## src/rtl/knn_pkg.sv

```systemverilog
// Shared definitions for the KNN bit-serial datapath.
//   B            coordinate width in bits
//   IDW          reference identifier width
//   coord_code_e coordinate select code carried on the BDU bus
//   feeder_state_e  stream feeder FSM states
//   point_t      one 3-D point {x, y, z}
//   pick_bit     selects bit j of the coordinate named by a code
package knn_pkg;

  localparam int B   = 32;
  localparam int IDW = 16;

  typedef enum logic [1:0] {
    NONE = 2'b00,
    X    = 2'b01,
    Y    = 2'b10,
    Z    = 2'b11
  } coord_code_e;

  typedef enum logic [2:0] {
    IDLE,
    CLEAR,
    STREAM,
    WAIT_DONE,
    REPORT
  } feeder_state_e;

  typedef struct packed {
    logic [B-1:0] x;
    logic [B-1:0] y;
    logic [B-1:0] z;
  } point_t;

  function automatic logic pick_bit(input point_t p, input coord_code_e c,
                                    input logic [$clog2(B)-1:0] j);
    logic bit_sel;
    unique case (c)
      X:       bit_sel = p.x[j];
      Y:       bit_sel = p.y[j];
      Z:       bit_sel = p.z[j];
      default: bit_sel = 1'b0;
    endcase
    return bit_sel;
  endfunction

endpackage

```

## src/rtl/bdu_stream_feeder_if.sv

```systemverilog
// Handshake and bus signals around the BDU stream feeder.
//   query load : q_load, q_x/q_y/q_z
//   reference  : in_valid/in_ready, r_x/r_y/r_z, r_id
//   BDU bus    : bdu_clr, valid, q_bit, r_bit, code, b, terminate, done
//   result     : res_valid/res_ready, res_id, res_early, res_beats
// Modport master is the feeder's view; slave is the environment's view.
interface bdu_stream_feeder_if #(
  parameter int B   = 32,
  parameter int IDW = 16
);

  localparam int BW = $clog2(B);
  localparam int CW = $clog2(3*B+1);

  logic           q_load;
  logic [B-1:0]   q_x;
  logic [B-1:0]   q_y;
  logic [B-1:0]   q_z;

  logic           in_valid;
  logic           in_ready;
  logic [B-1:0]   r_x;
  logic [B-1:0]   r_y;
  logic [B-1:0]   r_z;
  logic [IDW-1:0] r_id;

  logic           bdu_clr;
  logic           valid;
  logic           q_bit;
  logic           r_bit;
  logic [1:0]     code;
  logic [BW-1:0]  b;
  logic           terminate;
  logic           done;

  logic           res_valid;
  logic           res_ready;
  logic [IDW-1:0] res_id;
  logic           res_early;
  logic [CW-1:0]  res_beats;

  modport master (
    input  q_load, q_x, q_y, q_z,
    input  in_valid, r_x, r_y, r_z, r_id,
    output in_ready,
    output bdu_clr, valid, q_bit, r_bit, code, b,
    input  terminate, done,
    output res_valid, res_id, res_early, res_beats,
    input  res_ready
  );

  modport slave (
    output q_load, q_x, q_y, q_z,
    output in_valid, r_x, r_y, r_z, r_id,
    input  in_ready,
    input  bdu_clr, valid, q_bit, r_bit, code, b,
    output terminate, done,
    input  res_valid, res_id, res_early, res_beats,
    output res_ready
  );

endinterface

```

## src/rtl/bdu_stream_feeder_interleaver.sv

```systemverilog
// bit_interleaver: combinational beat mux for the BDU stream.
//   en     high while streaming; all outputs are 0 otherwise
//   k      beat index 0..3B-1
//   qry    query point
//   rfr    reference point
//   q_bit  query bit of the current beat
//   r_bit  reference bit of the current beat
//   code   coordinate select (x, y, z rotating per beat)
//   b      bits processed including the current one, wrapping at 2^BW
module bit_interleaver
  import knn_pkg::*;
#(
  parameter int CW = $clog2(3*B+1),
  parameter int BW = $clog2(B)
) (
  input  logic          en,
  input  logic [CW-1:0] k,
  input  point_t        qry,
  input  point_t        rfr,
  output logic          q_bit,
  output logic          r_bit,
  output coord_code_e   code,
  output logic [BW-1:0] b
);

  // grp is the bit group (one x,y,z triple per group), rem the slot in it.
  logic [CW-1:0] grp;
  logic [CW-1:0] rem;
  logic [BW-1:0] j;
  logic          in_range;

  assign grp      = k / CW'(3);
  assign rem      = k - grp * CW'(3);
  assign j        = BW'(CW'(B - 1) - grp);
  assign in_range = en && (grp < CW'(B));

  always_comb begin
    code  = NONE;
    q_bit = 1'b0;
    r_bit = 1'b0;
    b     = '0;
    if (in_range) begin
      if (rem == CW'(0))      code = X;
      else if (rem == CW'(1)) code = Y;
      else                    code = Z;
      q_bit = pick_bit(qry, code, j);
      r_bit = pick_bit(rfr, code, j);
      // Truncation is intentional: the final group reads 0 when B is 2^n.
      b     = BW'(grp + CW'(1));
    end
  end

endmodule

```

## src/rtl/bdu_stream_feeder.sv

```systemverilog
// bdu_stream_feeder: bit-serial transmitter feeding the BDU.
// Holds a query point, accepts one reference at a time, clears the BDU,
// streams query/reference bits MSB-first interleaved x,y,z, stops early on
// terminate or waits for done, then reports the outcome.
//   clk  clock, rising edge
//   rst  asynchronous active-low reset
//   bus  feeder side of bdu_stream_feeder_if (query load, reference
//        handshake, BDU bus, result handshake)
module bdu_stream_feeder #(
  parameter int B   = knn_pkg::B,
  parameter int IDW = knn_pkg::IDW
) (
  input  logic                clk,
  input  logic                rst,
  bdu_stream_feeder_if.master bus
);

  import knn_pkg::*;

  localparam int            BW   = $clog2(B);
  localparam int            CW   = $clog2(3*B+1);
  localparam logic [CW-1:0] LAST = CW'(3*B - 1);
  localparam logic [CW-1:0] FULL = CW'(3*B);

  feeder_state_e  state;
  feeder_state_e  state_n;
  logic [CW-1:0]  k;
  point_t         qry;
  point_t         rfr;
  logic [IDW-1:0] id_q;
  logic           early_q;
  logic [CW-1:0]  beats_q;
  // Low through reset and the first edge after release, so in_ready
  // stays 0 until the feeder is actually running.
  logic           run_q;

  logic           accept_q;
  logic           accept_r;
  logic           streaming;
  coord_code_e    code_w;

  assign accept_q  = run_q && (state == IDLE) && bus.q_load;
  assign accept_r  = run_q && (state == IDLE) && bus.in_valid;
  assign streaming = (state == STREAM);

  always_ff @(posedge clk or negedge rst) begin
    if (!rst) begin
      state   <= IDLE;
      run_q   <= 1'b0;
      k       <= '0;
      qry     <= '0;
      rfr     <= '0;
      id_q    <= '0;
      early_q <= 1'b0;
      beats_q <= '0;
    end else begin
      state <= state_n;
      run_q <= 1'b1;
      if (accept_q) qry <= {bus.q_x, bus.q_y, bus.q_z};
      if (accept_r) begin
        rfr  <= {bus.r_x, bus.r_y, bus.r_z};
        id_q <= bus.r_id;
      end
      unique case (state)
        CLEAR:  k <= '0;
        STREAM: begin
          k <= k + CW'(1);
          if (bus.terminate) begin
            early_q <= 1'b1;
            beats_q <= k + CW'(1);
          end
        end
        WAIT_DONE: begin
          if (bus.done || bus.terminate) begin
            early_q <= bus.terminate;
            beats_q <= FULL;
          end
        end
        default: ;
      endcase
    end
  end

  always_comb begin
    state_n       = state;
    bus.in_ready  = 1'b0;
    bus.bdu_clr   = 1'b0;
    bus.valid     = 1'b0;
    bus.res_valid = 1'b0;
    unique case (state)
      IDLE: begin
        bus.in_ready = run_q;
        if (accept_r) state_n = CLEAR;
      end
      CLEAR: begin
        bus.bdu_clr = 1'b1;
        state_n     = STREAM;
      end
      STREAM: begin
        bus.valid = 1'b1;
        // terminate wins even on the last beat, skipping WAIT_DONE.
        if (bus.terminate)  state_n = REPORT;
        else if (k == LAST) state_n = WAIT_DONE;
      end
      WAIT_DONE: begin
        if (bus.done || bus.terminate) state_n = REPORT;
      end
      REPORT: begin
        bus.res_valid = 1'b1;
        if (bus.res_ready) state_n = IDLE;
      end
      default: state_n = IDLE;
    endcase
  end

  bit_interleaver #(
    .CW (CW),
    .BW (BW)
  ) u_interleaver (
    .en    (streaming),
    .k     (k),
    .qry   (qry),
    .rfr   (rfr),
    .q_bit (bus.q_bit),
    .r_bit (bus.r_bit),
    .code  (code_w),
    .b     (bus.b)
  );

  assign bus.code      = code_w;
  assign bus.res_id    = id_q;
  assign bus.res_early = early_q;
  assign bus.res_beats = beats_q;

endmodule

```

## src/flat_wrapper.sv

```systemverilog
// flat-port wrapper written by rule: the top's interface ports become plain ports
module bdu_stream_feeder_flat import knn_pkg::*;
#(
  parameter int B   = knn_pkg::B,
  parameter int IDW = knn_pkg::IDW
)
  (clk, rst, bus_q_load, bus_q_x, bus_q_y, bus_q_z, bus_in_valid, bus_r_x, bus_r_y, bus_r_z, bus_r_id, bus_in_ready, bus_bdu_clr, bus_valid, bus_q_bit, bus_r_bit, bus_code, bus_b, bus_terminate, bus_done, bus_res_valid, bus_res_id, bus_res_early, bus_res_beats, bus_res_ready);
  bdu_stream_feeder_if #(.B(B), .IDW(IDW)) bus_i ();
  input  logic clk;
  input  logic rst;
  input wire logic [$bits(bus_i.q_load)-1:0] bus_q_load;
  input wire logic [$bits(bus_i.q_x)-1:0] bus_q_x;
  input wire logic [$bits(bus_i.q_y)-1:0] bus_q_y;
  input wire logic [$bits(bus_i.q_z)-1:0] bus_q_z;
  input wire logic [$bits(bus_i.in_valid)-1:0] bus_in_valid;
  input wire logic [$bits(bus_i.r_x)-1:0] bus_r_x;
  input wire logic [$bits(bus_i.r_y)-1:0] bus_r_y;
  input wire logic [$bits(bus_i.r_z)-1:0] bus_r_z;
  input wire logic [$bits(bus_i.r_id)-1:0] bus_r_id;
  output wire logic [$bits(bus_i.in_ready)-1:0] bus_in_ready;
  output wire logic [$bits(bus_i.bdu_clr)-1:0] bus_bdu_clr;
  output wire logic [$bits(bus_i.valid)-1:0] bus_valid;
  output wire logic [$bits(bus_i.q_bit)-1:0] bus_q_bit;
  output wire logic [$bits(bus_i.r_bit)-1:0] bus_r_bit;
  output wire logic [$bits(bus_i.code)-1:0] bus_code;
  output wire logic [$bits(bus_i.b)-1:0] bus_b;
  input wire logic [$bits(bus_i.terminate)-1:0] bus_terminate;
  input wire logic [$bits(bus_i.done)-1:0] bus_done;
  output wire logic [$bits(bus_i.res_valid)-1:0] bus_res_valid;
  output wire logic [$bits(bus_i.res_id)-1:0] bus_res_id;
  output wire logic [$bits(bus_i.res_early)-1:0] bus_res_early;
  output wire logic [$bits(bus_i.res_beats)-1:0] bus_res_beats;
  input wire logic [$bits(bus_i.res_ready)-1:0] bus_res_ready;
  assign bus_i.q_load = bus_q_load;
  assign bus_i.q_x = bus_q_x;
  assign bus_i.q_y = bus_q_y;
  assign bus_i.q_z = bus_q_z;
  assign bus_i.in_valid = bus_in_valid;
  assign bus_i.r_x = bus_r_x;
  assign bus_i.r_y = bus_r_y;
  assign bus_i.r_z = bus_r_z;
  assign bus_i.r_id = bus_r_id;
  assign bus_in_ready = bus_i.in_ready;
  assign bus_bdu_clr = bus_i.bdu_clr;
  assign bus_valid = bus_i.valid;
  assign bus_q_bit = bus_i.q_bit;
  assign bus_r_bit = bus_i.r_bit;
  assign bus_code = bus_i.code;
  assign bus_b = bus_i.b;
  assign bus_i.terminate = bus_terminate;
  assign bus_i.done = bus_done;
  assign bus_res_valid = bus_i.res_valid;
  assign bus_res_id = bus_i.res_id;
  assign bus_res_early = bus_i.res_early;
  assign bus_res_beats = bus_i.res_beats;
  assign bus_i.res_ready = bus_res_ready;
  bdu_stream_feeder #(.B(B), .IDW(IDW)) u_core (.clk(clk), .rst(rst), .bus(bus_i));
endmodule
```

## config.mk

```make
export PLATFORM = sky130hd
export DESIGN_NAME = bdu_stream_feeder_flat
export DESIGN_NICKNAME = d
export VERILOG_FILES = /design/src/rtl/knn_pkg.sv /design/src/rtl/bdu_stream_feeder_if.sv /design/src/rtl/bdu_stream_feeder_interleaver.sv /design/src/rtl/bdu_stream_feeder.sv /design/src/flat_wrapper.sv
export SDC_FILE = /design/constraint.sdc
export NUM_CORES = 1
export LEC_CHECK = 0
export CAP_MARGIN = 15
export CORE_MARGIN = 8
export CORE_UTILIZATION = 50
export DETAILED_ROUTE_END_ITERATION = 12
export GPL_TIMING_DRIVEN = 0
export PLACE_DENSITY = 0.83
export SETUP_SLACK_MARGIN = 0.15
export SLEW_MARGIN = 20
export SYNTH_ARGS = -nofsm -noshare
export SYNTH_HDL_FRONTEND = slang
export SYNTH_SLANG_ARGS = --single-unit
```

## constraint.sdc

```tcl
create_clock -name clk -period 6.8 [get_ports clk]
set_input_delay 1.02 -clock clk [delete_from_list [all_inputs] [get_ports clk]]
set_output_delay 1.02 -clock clk [all_outputs]
set_load 0.05 [all_outputs]
```

==> flow_summary.json, run 1 <==
{
  "period_share_pct": 102.6,
  "setup_viol_count_final": 2,
  "syn-cell-area_um2": 11480,
  "area_delta_synth_final_pct": 37.72,
  "grt_start_max_net_pins": 85,
  "mostFrequentLayoutCell": "clkdlybuf4s50_1",
  "rsz0062_at_grt": "yes",
  "cp_max_fo": 19,
  "num_rows": 55,
  "postSynthAreaPerCell_um2": 11.87,
  "syn-num-nets": 1202,
  "cp.required_ps": 5780,
  "cts_buffers": 25,
  "path_class": "register to output port",
  "internal_power_mw": 4.183,
  "path_cells": "buf_2 > nor4b_1 > a2111o_1 > nand3_2 > buf_4 > buf_4 > o211ai_4 > inv_2 > buf_4 > fa_1 > ha_4 > nor2b_1 > o21a_1 > or3_4 > o22ai_2 > a32oi_2 > nor3_4 > nand2_4 > a2111oi_4 > o22ai_2 > a31oi_4 > buf_6",
  "path_clk_slew_ps": 60,
  "cts_max_level": 1,
  "synth-edff-count": 0,
  "critPathLaunch": "u_core.k[3]$_DFFE_PN0P_",
  "cts_root_buffer": "clkbuf_16",
  "wire_per_inst_um": 23.99,
  "switching_power_mw": 2.500,
  "ys_async_sr_fraction_pct": 100.0,
  "synth_cell_types": 87,
  "layout_common_cells": "clkdlybuf4s50_1, dfrtp_1, mux2_2",
  "violations": "negative setup slack",
  "slowest_delay_ps": 560,
  "cap_violations": 0,
  "slew_headroom_pct": 26.31,
  "cp_common_cell": "buf_4",
  "tightest_slew_ps": 1090,
  "gp_congestion": 0.8719,
  "endpoint_kind": "output port",
  "r2r_cells": 5,
  "dp_hpwl_um": 27580,
  "syn_inst": 967,
  "core_area_um2": 22570,
  "finalWirelength_um": 38000,
  "powerDensity_nw_per_um2": 422.6,
  "port_buffers": 251,
  "clockPowerShare_pct": 20.4,
  "status": "finished with violations",
  "via_per_inst": 5.912,
  "hold-worst-slack_ps": 411.2,
  "p_leak_nw": 6.617,
  "reg2reg_from": "u_core.state[1]$_DFFE_PN0P_",
  "drtIter0Drc": 772,
  "finClkSkew_ps": 20.69,
  "design.portCount": 252,
  "r2r_slack_ps": 3670,
  "arrival_ps": 5950,
  "grt_pass1_wl_um": 58330,
  "seqPwrFrac_pct": 35.9,
  "max_freq_ghz": 0.1434,
  "fin_ws_ps": -173.9,
  "route.detailed.drc": 0,
  "drive_gt1_share_pct": 28.99,
  "ys_seq_area_share_pct": 49.48,
  "start_util_pct": 50.86,
  "crit_path_top_delay_cell": "fa_1",
  "grt_pass1_vias": 10132,
  "reg2reg_to": "u_core.qry[59]$_DFFE_PN0P_",
  "comb_power_share_pct": 43.7,
  "vias": 9364,
  "cts_tree": "built",
  "setup-tns-final_ps": -328.3,
  "period_needed_ps": 6974,
  "startpoint_type": "register",
  "track_usage_pct": 26.44,
  "ys_dominant_reg_cell": "dfrtp_1",
  "dieArea_um2": 28070,
  "nets": 1514,
  "antenna_found_initial": 2,
  "final_max_slew_viol_count": 0,
  "cts.sinks": 227,
  "sw_frac_of_total_pct": 37.41,
  "cp-endpoint": "bus_r_bit",
  "antenna_left": 0,
  "clock_tree.buffer_depth": 3,
  "dr.pass1.iters": 5,
  "globalRouteOverflowTotal": 0,
  "die_x_um": 167.5,
  "die_y_um": 167.5,
  "min_path_type": "input pin to async pin",
  "hold_viol": 0,
  "yosysWarnings": 0,
  "peakVddDrop_uv": 313.1,
  "ys_seq_elements": 227,
  "insertion_delay_ps": 540
}
## cells by family after synthesis
| logic type | share of synthesized area [%] |
|---|---|
| buf+inv | 3.487 |
| fa+ha+maj | 2.594 |
| simple gates | 8.043 |
| flops | 49.48 |
| mux | 22.73 |
| other cells | 0.03266 |
| xor+xnor | 1.068 |
| compound gates | 12.57 |
## stage by stage
step,area (µm²),util (%),worst slack (ps),power [mW],std cells
after floorplan,11490,-,152.2,4.105,967
after CTS,15640,69.30,-24.47,6.598,1568
after global routing,15810,70.05,-278.1,7.006,1584
after detailed placement,14420,63.90,-1738,5.021,1505
after global placement,14360,63.63,-4890,4.908,1503
final,15810,70.05,-173.9,6.683,1584
## routing by layer
metal	routed length, µm	global-route usage, %	up-vias
met2	18530	44.51	424
met1	15290	33.06	4653
met5	0	0	-
met4	1281	9.472	0
li1	-	-	4196
met3	2889	5.831	91
## timing repair
item / CTS / global route
hold buffers: 0 / 0
buffers inserted: 19 / 14
endpoints found under the setup margin: 4 / 4
endpoints found under the hold margin: 0 / 0
cloned: 0 / 0
resized for setup: 73 / 17
pin swaps: 16 / 7
## registers in the layout, indices dropped and copies added, names as in the netlist
| name | cells |
|---|---|
| u_core.bus.res_beats | 7 |
| u_core.bus.res_early | 1 |
| u_core.bus.res_id | 16 |
| u_core.k | 7 |
| u_core.qry | 96 |
| u_core.rfr | 96 |
| u_core.run_q | 1 |
| u_core.state | 3 |
## power by group through the flow
stage / logic (mW) / registers (mW) / clock network, mW
5_1_grt: 3.11 / 2.47 / 1.43
2_1_floorplan: 1.60 / 2.51 / 0
6_report: 2.92 / 2.40 / 1.36
4_1_cts: 2.84 / 2.39 / 1.37
3_3_place_gp: 2.54 / 2.36 / 0
3_5_place_dp: 2.62 / 2.40 / 0
## cell usage after synthesis, drive strengths merged, types with 15 or more instances
cell | count | area [µm²]
ha | 15 | 187.7
o22ai | 16 | 100.1
mux2i | 23 | 234.0
dfrtp | 227 | 5680
nand3 | 17 | 100.1
nand2 | 63 | 239.0
o21ai | 29 | 163.9
clkbuf | 25 | 93.84
o221ai | 23 | 207.7
inv | 19 | 71.32
buf | 42 | 231.5
nor2 | 54 | 202.7
mux2 | 211 | 2376
a21oi | 35 | 186.4
## cell type report
| cell class | instances | area (µm²) |
|---|---|---|
| fillers | 1610 | 6760 |
| flip-flops and latches | 227 | 5683 |
| multi-input cells | 653 | 5644 |
| repair buffers | 286 | 2829 |
| clock buffers | 34 | 719.4 |
| plain buffers | 66 | 380.4 |
| well taps | 285 | 356.6 |
| clock inverters | 11 | 108.9 |
| inverters | 20 | 85.08 |
| diodes | 2 | 5.005 |
## worst min path at each step
stage | start | end | slack [ps] | depth (start not counted)
2_1_floorplan | u_core.rfr[49]$_DFFE_PN0P_ | u_core.rfr[49]$_DFFE_PN0P_ | 470 | 1
3_3_place_gp | u_core.bus.res_beats[4]$_DFFE_PN0P_ | u_core.bus.res_beats[4]$_DFFE_PN0P_ | 470 | 2
3_5_place_dp | u_core.bus.res_beats[0]$_DFFE_PN0P_ | u_core.bus.res_beats[0]$_DFFE_PN0P_ | 480 | 2
4_1_cts | rst | u_core.qry[86]$_DFFE_PN0P_ | 420 | 1
5_1_grt | rst | u_core.qry[86]$_DFFE_PN0P_ | 450 | 1
6_report | rst | u_core.qry[86]$_DFFE_PN0P_ | 410 | 1
## worst max-delay path, delay by kind of cell, from the launching register on
kind            cells  cell delay [ps]
compound gates      8             1700
fa+ha+maj           2              780
buf+inv             6             1040
flops               1              470
simple gates        6             1440
Note: power is estimated with default switching activity, not from simulation.
==> run 2, diff against run 1 <==
--- a/config.mk
+++ b/config.mk
@@ -6,11 +6,13 @@
 export NUM_CORES = 1
 export LEC_CHECK = 0
 export CAP_MARGIN = 15
+export CELL_PAD_IN_SITES_DETAIL_PLACEMENT = 1
+export CELL_PAD_IN_SITES_GLOBAL_PLACEMENT = 1
 export CORE_MARGIN = 8
-export CORE_UTILIZATION = 50
+export CORE_UTILIZATION = 40
 export DETAILED_ROUTE_END_ITERATION = 12
 export GPL_TIMING_DRIVEN = 0
-export PLACE_DENSITY = 0.83
+export PLACE_DENSITY = 0.84
 export SETUP_SLACK_MARGIN = 0.15
 export SLEW_MARGIN = 20
 export SYNTH_ARGS = -nofsm -noshare
==> run 2 against run 1 <==
The run still ends with negative setup slack left. Power up 3.3%. Die area up 22%. Combinational power up 4%. Critical path depth up 3. Core utilization down 14 points. Sequential share of layout area down 0.52 points. Largest power group unchanged. Worst setup slack worse by 83 ps. Flip-flop and latch count unchanged. Clock power up 4%. Via count up 3.3%.
==> flow_summary.json, run 2 (synthesized netlist as in run 1, its figures left out) <==
{
  "slowest_delay_ps": 550,
  "place_ws_ps": -1858,
  "seq_area_um2": 5685,
  "die_y_um": 185.4,
  "finClkSkew_ps": 8.450,
  "start_util_pct": 40.33,
  "grt_start_max_net_pins": 100,
  "antenna_found_initial": 7,
  "r2r_cells": 5,
  "gp_congestion": 0.8199,
  "powerDensity_nw_per_um2": 430.0,
  "grt_pass1_wl_um": 65180,
  "dieArea_um2": 34380,
  "cp_top_family": "simple AND/OR/NAND/NOR gates",
  "dp_hpwl_um": 31290,
  "clock_tree.buffer_depth": 3,
  "peakVddDrop_uv": 269.4,
  "tightest_slew_ps": 864.2,
  "max_freq_ghz": 0.1417,
  "die_x_um": 185.4,
  "port_buffers": 251,
  "total_power_mw": 6.902,
  "seqPwrFrac_pct": 35.3,
  "startpoint_type": "register",
  "mostFrequentLayoutCell": "clkdlybuf4s50_1",
  "cp_max_fo": 6,
  "grt_pass1_vias": 10690,
  "cap_violations": 0,
  "dr.pass1.iters": 5,
  "vias": 9676,
  "clockPowerShare_pct": 20.6,
  "final_max_slew_viol_count": 0,
  "endpoint_kind": "output port",
  "track_usage_pct": 24.94,
  "arrival_ps": 6040,
  "hold_buffers": 0,
  "multi_input_comb_area_um2": 5693,
  "setup_viol_count_final": 2,
  "fin_ws_ps": -257.3,
  "switching_power_mw": 2.630,
  "cts_root_buffer": "clkbuf_16",
  "cts_tree": "built",
  "drtIter0Drc": 588,
  "period_share_pct": 103.8,
  "nets": 1517,
  "internal_power_mw": 4.272,
  "hold_viol": 0,
  "min_path_type": "input pin to async pin",
  "fillCellCount": 2939,
  "antenna_left": 0,
  "reg2reg_from": "u_core.state[1]$_DFFE_PN0P_",
  "route.detailed.drc": 0,
  "slew_headroom_pct": 42.39,
  "insertion_delay_ps": 550,
  "via_per_inst": 5.732,
  "core_area_um2": 28470,
  "globalRouteOverflowTotal": 0,
  "cts.sinks": 227,
  "cts_buffers": 27,
  "cp.buffers_inverters": 8,
  "sw_frac_of_total_pct": 38.10,
  "status": "finished with violations",
  "cts_max_level": 1,
  "design.portCount": 252,
  "drive_gt1_share_pct": 29.46,
  "comb_power_share_pct": 44.1,
  "p_leak_nw": 6.642,
  "crit_path_top_delay_cell": "or4_4",
  "num_rows": 62,
  "period_needed_ps": 7057,
  "path_clk_slew_ps": 60,
  "finalWirelength_um": 44160,
  "layout_common_cells": "clkdlybuf4s50_1, dfrtp_1, mux2_2",
  "violations": "negative setup slack",
  "reg2reg_to": "u_core.qry[59]$_DFFE_PN0P_",
  "path_class": "register to output port",
  "cp.required_ps": 5780,
  "r2r_slack_ps": 3860,
  "area_delta_synth_final_pct": 39.80,
  "rsz0062_at_grt": "yes",
  "wire_per_inst_um": 26.16
}
[run 2: worst max-delay path by stage]
stage | startpoint | slack [ps] | depth (start not counted) | to
final | u_core.k[4]$_DFFE_PN0P_ | -260 | 25 | bus_q_bit
after CTS | u_core.k[4]$_DFFE_PN0P_ | -220 | 25 | bus_q_bit
after global routing | u_core.k[3]$_DFFE_PN0P_ | -350 | 24 | bus_q_bit
after detailed placement | u_core.k[5]$_DFFE_PN0P_ | -1860 | 20 | bus_q_bit
after floorplan | u_core.k[2]$_DFFE_PN0P_ | 150 | 23 | bus_q_bit
after global placement | rst | -5030 | 1 | u_core.bus.res_id[9]$_DFFE_PN0P_
[run 2: cell type report]
cell class,instances,share of cell area (%)
Tap cell,384,2.993
Clock inverter,9,0.5769
Buffer,66,2.448
Inverter,20,0.4989
Multi-Input combinational cell,653,35.47
Timing Repair Buffer,287,17.75
Clock buffer,38,4.779
Sequential cell,227,35.42
Antenna cell,4,0.06236
[run 2: repair_timing]
| item | CTS | global route |
|---|---|---|
| buffers inserted | 24 | 10 |
| pin swaps | 26 | 12 |
| setup endpoints to repair | 4 | 4 |
| resized for setup | 84 | 18 |
[run 2: worst register-to-register path, delay by kind of cell, from the launching register on]
family / cells / cell delay (ps)
buffers and inverters: 2 / 910
DFF: 1 / 460
muxes: 1 / 390
and+or+nand+nor: 2 / 1070
[run 2: per-layer routing]
metal	share of wire [%]	GRT usage, %
met3	7.5	6.414
met5	0.093	0
met4	3.5	8.803
met1	39	29.67
met2	50	43.08
[run 2: power by group through the flow]
stage / Clock (mW) / Combinational, mW / Sequential (mW)
after floorplan: 0 / 1.60 / 2.51
after CTS: 1.44 / 2.95 / 2.42
final: 1.42 / 3.04 / 2.44
after global routing: 1.48 / 3.21 / 2.51
after global placement: 0 / 2.57 / 2.37
after detailed placement: 0 / 2.66 / 2.43
[run 2: stage by stage]
step	setup TNS (ps)	hold WS (ps)	util, %	instance area [µm²]	std cells
5_1_grt	-699.4	346.2	56.38	16050	1688
3_5_place_dp	-4627	475.4	51.12	14550	1604
3_3_place_gp	-1141740	470.6	50.88	14490	1602
2_1_floorplan	0	470.9	-	11490	967
6_report	-356.1	329.9	56.38	16050	1688
4_1_cts	-230.8	326.8	55.86	15900	1674
==> run 3, diff against run 2 <==
--- a/config.mk
+++ b/config.mk
@@ -14,7 +14,7 @@
 export GPL_TIMING_DRIVEN = 0
 export PLACE_DENSITY = 0.84
 export SETUP_SLACK_MARGIN = 0.15
-export SLEW_MARGIN = 20
+export SLEW_MARGIN = 30
 export SYNTH_ARGS = -nofsm -noshare
 export SYNTH_HDL_FRONTEND = slang
 export SYNTH_SLANG_ARGS = --single-unit
==> run 3 against run 2 <==
The run still ends with negative setup slack left. Final area is 0.23% higher. Global-route usage up 0.090 points. Non-clock buffer count increased by 2. Maximum frequency rose by 0.37%. Die area unchanged. Clock power up 6%. Final cell count decreased by 0.12%. Combinational power decreased by 2%. Register-to-register slack about the same. Routed wire length fell by 0.50%. Critical path type unchanged. Largest cell class is now flip-flops and latches.
==> flow_summary.json, run 3 (synthesized netlist as in run 1, its figures left out) <==
{
  "via_per_inst": 5.714,
  "fin_ws_ps": -231.4,
  "grt_start_max_net_pins": 82,
  "r2r_slack_ps": 3860,
  "finClkSkew_ps": 10.54,
  "dpl.cell_count": 1605,
  "fillCellCount": 2926,
  "cts_tree": "built",
  "cts_max_level": 1,
  "insertion_delay_ps": 550,
  "hold_viol": 0,
  "final_max_slew_viol_count": 0,
  "setup_viol_count_final": 2,
  "cap_violations": 0,
  "area_delta_synth_final_pct": 40.12,
  "cp_top_family": "simple AND/OR/NAND/NOR gates",
  "antenna_found_initial": 5,
  "port_buffers": 251,
  "nets": 1519,
  "mostFrequentLayoutCell": "clkdlybuf4s50_1",
  "layout_common_cells": "clkdlybuf4s50_1, dfrtp_1, mux2_2",
  "p_leak_nw": 6.663,
  "die_y_um": 185.4,
  "powerDensity_nw_per_um2": 429.7,
  "dp_hpwl_um": 31480,
  "rsz0062_at_grt": "yes",
  "min_path_type": "input pin to async pin",
  "cp_max_fo": 6,
  "dieArea_um2": 34380,
  "grt_pass1_vias": 10839,
  "gp_congestion": 0.8199,
  "period_share_pct": 103.4,
  "path_class": "register to output port",
  "endpoint_kind": "output port",
  "crit_path_top_delay_cell": "or4_4",
  "cts_root_buffer": "clkbuf_16",
  "path_clk_slew_ps": 60,
  "multi_input_comb_area_um2": 5669,
  "route.detailed.drc": 0,
  "vias": 9634,
  "period_needed_ps": 7031,
  "dr.pass1.iters": 5,
  "status": "finished with violations",
  "finalWirelength_um": 43940,
  "slowest_delay_ps": 550,
  "antenna_left": 0,
  "die_x_um": 185.4,
  "num_rows": 62,
  "grt_pass1_wl_um": 65250,
  "hold_buffers": 0,
  "max_freq_ghz": 0.1422,
  "hold-worst-slack_ps": 334.9,
  "cts_buffers": 27,
  "drtIter0Drc": 718,
  "startpoint_type": "register",
  "wire_per_inst_um": 26.06,
  "instances_no_fill": 1686,
  "arrival_ps": 6010,
  "clock_tree.buffer_depth": 3,
  "drive_gt1_share_pct": 29.48,
  "cts.sinks": 227,
  "start_util_pct": 40.33,
  "track_usage_pct": 25.03,
  "violations": "negative setup slack",
  "core_area_um2": 28470,
  "slew_headroom_pct": 36.58,
  "tightest_slew_ps": 951.3,
  "cp.required_ps": 5780,
  "cp.buffers_inverters": 8,
  "design.portCount": 252,
  "peakVddDrop_uv": 273.4,
  "seq_area_um2": 5685,
  "globalRouteOverflowTotal": 0
}
==> run 3: changes by cell type in the layout (fill, tap and decap cells not counted), sizes merged <==
cell | previous run | this run
buf | 81 | 84
bufinv | 1 | 4
clkbuf | 63 | 59
clkinv | 5 | 3
clkinvlp | 3 | 2
diode | 4 | 3
==> run 3: area by class of cell <==
| class | count | area share (%) |
|---|---|---|
| diodes | 3 | 0.04667 |
| plain buffers | 66 | 2.450 |
| clock buffers | 35 | 4.573 |
| clock inverters | 9 | 1.011 |
| inverters | 20 | 0.5367 |
| multi-input cells | 653 | 35.24 |
| flip-flops and latches | 227 | 35.34 |
| well taps | 384 | 2.987 |
| repair buffers | 289 | 17.81 |
==> run 3: per-layer routing <==
metal / vias up / GRT usage [%] / wire, µm
met4: 4 / 10.15 / 1709
met1: 4962 / 29.37 / 16730
met5: - / 0 / 27
met3: 109 / 5.885 / 3290
met2: 372 / 43.53 / 22190
li1: 4187 / - / -
==> run 3: power by group <==
part           total, mW  leakage (nW)  switching, mW  internal (mW)
sequential          2.43          2.69          0.414           2.02
combinational       2.98          3.53           1.59           1.39
clock               1.50         0.438          0.590          0.910
total               6.91          6.66           2.59           4.32
==> run 3: worst paths after layout <==
check | startpoint | end | cells past startpoint
worst max-delay path | u_core.k[4]$_DFFE_PN0P_ | bus_q_bit | 26
worst min-delay path | rst | u_core.qry[26]$_DFFE_PN0P_ | 1
worst max register to register | u_core.state[1]$_DFFE_PN0P_ | u_core.qry[60]$_DFFE_PN0P_ | 5
worst min register to register | u_core.bus.res_beats[4]$_DFFE_PN0P_ | u_core.bus.res_beats[4]$_DFFE_PN0P_ | 2
max in group asynchronous | rst | u_core.qry[89]$_DFFE_PN0P_ | 3
min in group clk | u_core.bus.res_beats[4]$_DFFE_PN0P_ | u_core.bus.res_beats[4]$_DFFE_PN0P_ | 2
==> run 3: what timing repair did <==
action	CTS	global route
resized for setup	77	25
setup buffers	23	12
setup endpoints to repair	4	4
pin swaps	23	18
==> run 3: through the flow <==
step                setup TNS [ps]  instance area (µm²)  setup WS [ps]  utilization, %  total power, mW
finish                      -242.4                16090         -231.4           56.50            6.912
global route                -561.1                16090         -317.1           56.50            7.230
global placement          -1141740                14490          -5031           50.88            4.947
detailed placement           -4822                14580          -1892           51.21            5.093
CTS                         -203.0                15910         -203.0           55.89            6.858
floorplan                        0                11490          152.2               -            4.105
